===== config.mk =====
export PLATFORM = sky130hd
export DESIGN_NAME = nem_ohmux_seq
export DESIGN_NICKNAME = d
export VERILOG_FILES = /design/src/rtl/nem_ohmux_pkg.sv /design/src/rtl/nem_relay_timer.sv /design/src/rtl/nem_ohmux_seq.sv
export SDC_FILE = /design/constraint.sdc
export NUM_CORES = 1
export LEC_CHECK = 0
export CAP_MARGIN = 30
export CORE_MARGIN = 2
export CORE_UTILIZATION = 35
export DETAILED_ROUTE_END_ITERATION = 7
export PLACE_DENSITY = 0.68
export SYNTH_ARGS = -nofsm -noshare
export SYNTH_HDL_FRONTEND = slang
export SYNTH_SLANG_ARGS = --single-unit

===== constraint.sdc =====
create_clock -name CP -period 5.2 [get_ports CP]
set_input_delay 1.04 -clock CP [delete_from_list [all_inputs] [get_ports CP]]
set_output_delay 1.04 -clock CP [all_outputs]
set_load 0.05 [all_outputs]

===== src/rtl/nem_ohmux_pkg.sv =====
// Shared types and sizing helpers for the break-before-make NEM relay mux.
package nem_ohmux_pkg;

    typedef enum logic [1:0] {
        StOff,
        StBreak,
        StMake,
        StOn
    } relay_state_e;

    function automatic int unsigned cnt_width(input int unsigned bbm, input int unsigned settle);
        int unsigned mx;
        mx = (bbm > settle) ? bbm : settle;
        return $clog2(mx + 1);
    endfunction

endpackage


===== src/rtl/nem_relay_timer.sv =====
// Loadable down-counter shared by the release and settle intervals.
module nem_relay_timer #(
    parameter int unsigned CNT_W = 2
) (
    input  logic             CP,
    input  logic             CDN,
    input  logic             load,
    input  logic [CNT_W-1:0] load_val,
    input  logic             en,
    output logic             done
);

    logic [CNT_W-1:0] cnt_q;

    always_ff @(posedge CP or negedge CDN) begin
        if (!CDN) begin
            cnt_q <= '0;
        end else if (load) begin
            cnt_q <= load_val;
        end else if (en && (cnt_q != '0)) begin
            cnt_q <= cnt_q - 1'b1;
        end
    end

    assign done = (cnt_q == '0);

endmodule


===== src/rtl/nem_ohmux_seq.sv =====
// One-hot NEM relay mux with a registered, break-before-make sequenced select driver.
module nem_ohmux_seq
    import nem_ohmux_pkg::*;
#(
    parameter int unsigned N_IN          = 4,
    parameter int unsigned WIDTH         = 8,
    parameter int unsigned BBM_CYCLES    = 3,
    parameter int unsigned SETTLE_CYCLES = 4,
    parameter bit          INVERT        = 1'b1
) (
    input  logic                     CP,
    input  logic                     CDN,
    input  logic                     SEL_VALID,
    output logic                     SEL_READY,
    input  logic [$clog2(N_IN)-1:0]  SEL_IDX,
    input  logic                     SEL_OFF,
    input  logic [N_IN*WIDTH-1:0]    I,
    output logic [N_IN-1:0]          S,
    output logic [WIDTH-1:0]         ZN,
    output logic                     OUT_VALID,
    output logic                     ERR
);

    localparam int unsigned IW    = $clog2(N_IN);
    localparam int unsigned CNT_W = cnt_width(BBM_CYCLES, SETTLE_CYCLES);

    localparam logic [CNT_W-1:0] BBM_LOAD    = CNT_W'(BBM_CYCLES - 1);
    localparam logic [CNT_W-1:0] SETTLE_LOAD = CNT_W'(SETTLE_CYCLES - 1);
    localparam logic [IW:0]      N_IN_EXT    = (IW + 1)'(N_IN);
    localparam logic [N_IN-1:0]  ONE         = N_IN'(1);

    relay_state_e     state_q, state_d;
    logic [N_IN-1:0]  s_q, s_d;
    logic             ov_q, ov_d;
    logic             err_q, err_d;
    logic [IW-1:0]    pend_idx_q, pend_idx_d;
    logic             pend_off_q, pend_off_d;

    logic             tmr_load;
    logic [CNT_W-1:0] tmr_load_val;
    logic             tmr_en;
    logic             tmr_done;
    logic             accept;
    logic             bad_idx;

    assign SEL_READY = (state_q == StOff) || (state_q == StOn);
    assign accept    = SEL_VALID && SEL_READY;
    assign bad_idx   = !SEL_OFF && ({1'b0, SEL_IDX} >= N_IN_EXT);

    nem_relay_timer #(
        .CNT_W (CNT_W)
    ) u_timer (
        .CP       (CP),
        .CDN      (CDN),
        .load     (tmr_load),
        .load_val (tmr_load_val),
        .en       (tmr_en),
        .done     (tmr_done)
    );

    always_comb begin
        state_d      = state_q;
        s_d          = s_q;
        ov_d         = ov_q;
        err_d        = 1'b0;
        pend_idx_d   = pend_idx_q;
        pend_off_d   = pend_off_q;
        tmr_load     = 1'b0;
        tmr_load_val = '0;
        tmr_en       = 1'b0;

        unique case (state_q)
            StOff: begin
                if (accept) begin
                    if (bad_idx) begin
                        err_d = 1'b1;
                    end else if (!SEL_OFF) begin
                        // Relays are already open, so no release interval is needed.
                        state_d      = StMake;
                        s_d          = ONE << SEL_IDX;
                        pend_idx_d   = SEL_IDX;
                        pend_off_d   = 1'b0;
                        tmr_load     = 1'b1;
                        tmr_load_val = SETTLE_LOAD;
                    end
                end
            end
            StOn: begin
                if (accept) begin
                    if (bad_idx) begin
                        err_d = 1'b1;
                    end else if (SEL_OFF || (SEL_IDX != pend_idx_q)) begin
                        state_d      = StBreak;
                        s_d          = '0;
                        ov_d         = 1'b0;
                        pend_idx_d   = SEL_IDX;
                        pend_off_d   = SEL_OFF;
                        tmr_load     = 1'b1;
                        tmr_load_val = BBM_LOAD;
                    end
                end
            end
            StBreak: begin
                if (tmr_done) begin
                    if (pend_off_q) begin
                        state_d = StOff;
                    end else begin
                        state_d      = StMake;
                        s_d          = ONE << pend_idx_q;
                        tmr_load     = 1'b1;
                        tmr_load_val = SETTLE_LOAD;
                    end
                end else begin
                    tmr_en = 1'b1;
                end
            end
            StMake: begin
                if (tmr_done) begin
                    state_d = StOn;
                    ov_d    = 1'b1;
                end else begin
                    tmr_en = 1'b1;
                end
            end
            default: begin
                state_d = StOff;
                s_d     = '0;
                ov_d    = 1'b0;
            end
        endcase
    end

    always_ff @(posedge CP or negedge CDN) begin
        if (!CDN) begin
            state_q    <= StOff;
            s_q        <= '0;
            ov_q       <= 1'b0;
            err_q      <= 1'b0;
            pend_idx_q <= '0;
            pend_off_q <= 1'b0;
        end else begin
            state_q    <= state_d;
            s_q        <= s_d;
            ov_q       <= ov_d;
            err_q      <= err_d;
            pend_idx_q <= pend_idx_d;
            pend_off_q <= pend_off_d;
        end
    end

    assign S         = s_q;
    assign OUT_VALID = ov_q;
    assign ERR       = err_q;

    a_s_onehot0: assert property (@(posedge CP) disable iff (!CDN) $onehot0(s_q));

    for (genvar b = 0; b < WIDTH; b++) begin : g_bit
        logic [N_IN-1:0] hit;
        for (genvar k = 0; k < N_IN; k++) begin : g_in
            assign hit[k] = s_q[k] & I[k*WIDTH + b];
        end
        assign ZN[b] = INVERT ? ~(|hit) : (|hit);
    end

endmodule


==> reports/results.ini <==
[yosys]
synth_edf_count = 0
ys_ff_latch = 13
yosysSeqAreaShare_pct = 30.7
synth_ff_type = dfrtp_1
netlist_area_um2 = 1060
synth_cells = 111
ys.warnings.count = 0
avgSynthCellArea_um2 = 9.56
ys_top_cells_by_count = 13 x dfrtp_1, 9 x nor2_1, 8 x a221oi_1, 8 x a22o_1, 8 x mux2_2
synth_top_area_share_pct = 30.7
syn_nets = 155
synthTopCellsByArea = dfrtp_1 31%, mux2_2 8.5%, ha_1 7.1%
async_flop_share_pct = 100
synthMostInstantiatedCell = dfrtp_1
ys_types = 29
synth_top_cell_by_area = dfrtp_1

[layout]
multi_input_area_um2 = 653
insertedDiodeCount = 0
instances_no_fill = 190
seqCellArea_um2 = 325
fill_cells = 262
drive_above_1_share_pct = 9.43
final_cell_area_um2 = 1580
final_nets = 204
area_growth_pct = 48.9

[clocking]
cts_setup_buffers = 0
cts_resized = 0
clkTransAtPathRegs_ns = 0.09
htreeDepth = 1
clockBufferDepth = 2
clkLatencyLatePin_ns = 0.28
cts_tree = done
cts.sinks = 13
hold_buffers = 0
cts-root-buf = clkbuf_4
cts-buffers-inserted = 3

[setup_path]
cpMaxStageDelayCell = clkdlybuf4s50_1
worstPathArrival_ns = 2.79
worstReg2RegStart = state_q[0]$_DFFE_PN0P_
critPathTopFamily = buffers and inverters
r2r_slack_ns = 2.92
criticalPathCategory = input port to primary output
crit_fanout = 1
r2r-end = S[1]$_DFFE_PN0P_
r2r_cells = 6
path_cells = clkdlybuf4s50_1, a22o_1, a221oi_1, clkdlybuf4s50_1
endpoint_kind = primary output
max_stage_delay_ns = 0.87
crit_path_frequent_cell = clkdlybuf4s50_1
start_kind = input port
required_ns = 4.16
critPathBufInv = 2

[place]
dp.cells = 186
dp_slack_ns = 1.42
numPortBuffers = 51
place_congestion = 0.833
dp_hpwl_um = 2220
dpl_cell_area_um2 = 1550

[global_routing]
grt_usage_pct = 16.8
grt_max_degree = 14
grt_pass1_wl_um = 4540
grt-ovfl-total = 0
grt_pass1_vias = 1079
antenna_found_initial = 0

[sta]
worst_pin_slew_ns = 0.651
skew_ns = 0.00737
hold_violations = 0
fin_ws_ns = 1.37
slew_headroom_pct = 56.5
fin_crit_ns = 3.83
rsz0062_at_grt = false
finalMaxSlewViolations = 0
tns_ns = 0
setup_viol_count_final = 0
min_period_over_period_pct = 73.7
fmax_ghz = 0.261

[min_path]
hold_path_end = pend_off_q$_DFFE_PN0P_
hp-class = flop to flop
hp-start = pend_off_q$_DFFE_PN0P_
whs_path_depth = 2

[routing]
via_count = 1056
dr.first_iter.drc_count = 29
ant_nets = 0
viasPerCell = 5.56
drc = 0
drtPass1Iterations = 5
wl_per_cell_um = 15.1
wirelength_um = 2860

[floorplanning]
die_area_um2 = 3490
fp.dieW_um = 59.1
core_um2 = 2830
start_util_pct = 37.5
ioPinCount = 53
rows = 19
die_h_um = 59.1

[pwr]
seqPwrFrac_pct = 20.3
ir_worst_vdd_mv = 0.461
power_uw = 979
p_sw_uw = 504
pwr-share-clk_pct = 6.6
leakage_nw = 0.651
p_per_area_nw_per_um2 = 619
p_comb_share_pct = 73.2
p_sw_share_pct = 51.4
p_int_uw = 475

[outcome]
status = finished, final reports clean

[job]
drv_cap = 0

registers in the layout (all words and copies together), names as in the netlist:
name           cells
u_timer.cnt_q      3
pend_off_q         1
OUT_VALID          1
pend_idx_q         2
S                  4
state_q            2
cell type report:
type / count / area share [%]
Sequential cell: 13 / 20.6
Inverter: 7 / 1.66
Clock buffer: 4 / 1.66
Multi-Input combinational cell: 84 / 41.3
Timing Repair Buffer: 51 / 32.3
Tap cell: 31 / 2.45
power by group through the flow:
stage,logic [mW],registers [mW],clock network (mW)
after floorplan,0.510,0.222,0
after global placement,0.701,0.200,0
after detailed placement,0.714,0.202,0
after CTS,0.717,0.200,0.0652
after global routing,0.774,0.206,0.0698
final,0.716,0.198,0.0642
cell families (layout without fill, tap and decap cells):
family | after synthesis | in the layout | share of synthesized area [%]
muxes | 14 | 14 | 14.2
xor gates and xnor gates | 3 | 3 | 2.48
other | 1 | 1 | 0.353
AOI/OAI and AO/OA | 32 | 32 | 22.4
adders and majority gates | 6 | 6 | 7.08
and+or+nand+nor | 28 | 28 | 15.1
buffers and inverters | 14 | 62 | 7.78
DFF | 13 | 13 | 30.7
routing by layer:
metal	share of wire, %	global-route usage [%]	vias to the layer above
li1	-	-	510
met1	43	19.4	490
met2	47	30.0	54
met5	0	0	-
met3	10	5.24	2
met4	0.035	4.55	0
cells in the final DEF (no fill, tap or decap), types with 4 or more instances in the layout:
cell type,n
ha_1,6
inv_1,7
a22o_1,8
mux2_2,8
o21ai_0,6
nor2_1,9
a221oi_1,8
nor3_1,6
mux2i_1,6
clkdlybuf4s50_1,51
dfrtp_1,13
a21oi_1,4
metrics by stage:
step / hold WS [ns] / util, %
after global routing: 0.593 / 55.9
after floorplan: 0.510 / -
after CTS: 0.568 / 55.9
after detailed placement: 0.549 / 54.9
after global placement: 0.534 / 54.9
final: 0.561 / 55.9
worst register-to-register path: cells and delay by family, from the launching register on:
family,cells,cell delay (ns)
multiplexers,1,0.40
AND/OR/NAND/NOR,1,0.49
adder cells (fa/ha/maj),1,0.39
flip-flops,1,0.39
AO/OA/AOI/OAI,2,0.40
buffers and inverters,1,0.11
how the worst max path moves through the flow:
stage               start    end  slack (ns)  cells past startpoint
finish               I[2]  ZN[2]        1.37                      4
global route         I[1]  ZN[1]        1.35                      4
floorplan            I[1]  ZN[1]        1.72                      2
CTS                  I[2]  ZN[2]        1.41                      4
global placement     I[4]  ZN[4]        1.41                      4
detailed placement   I[2]  ZN[2]        1.42                      4
Power figures use the tool's default switching activity.
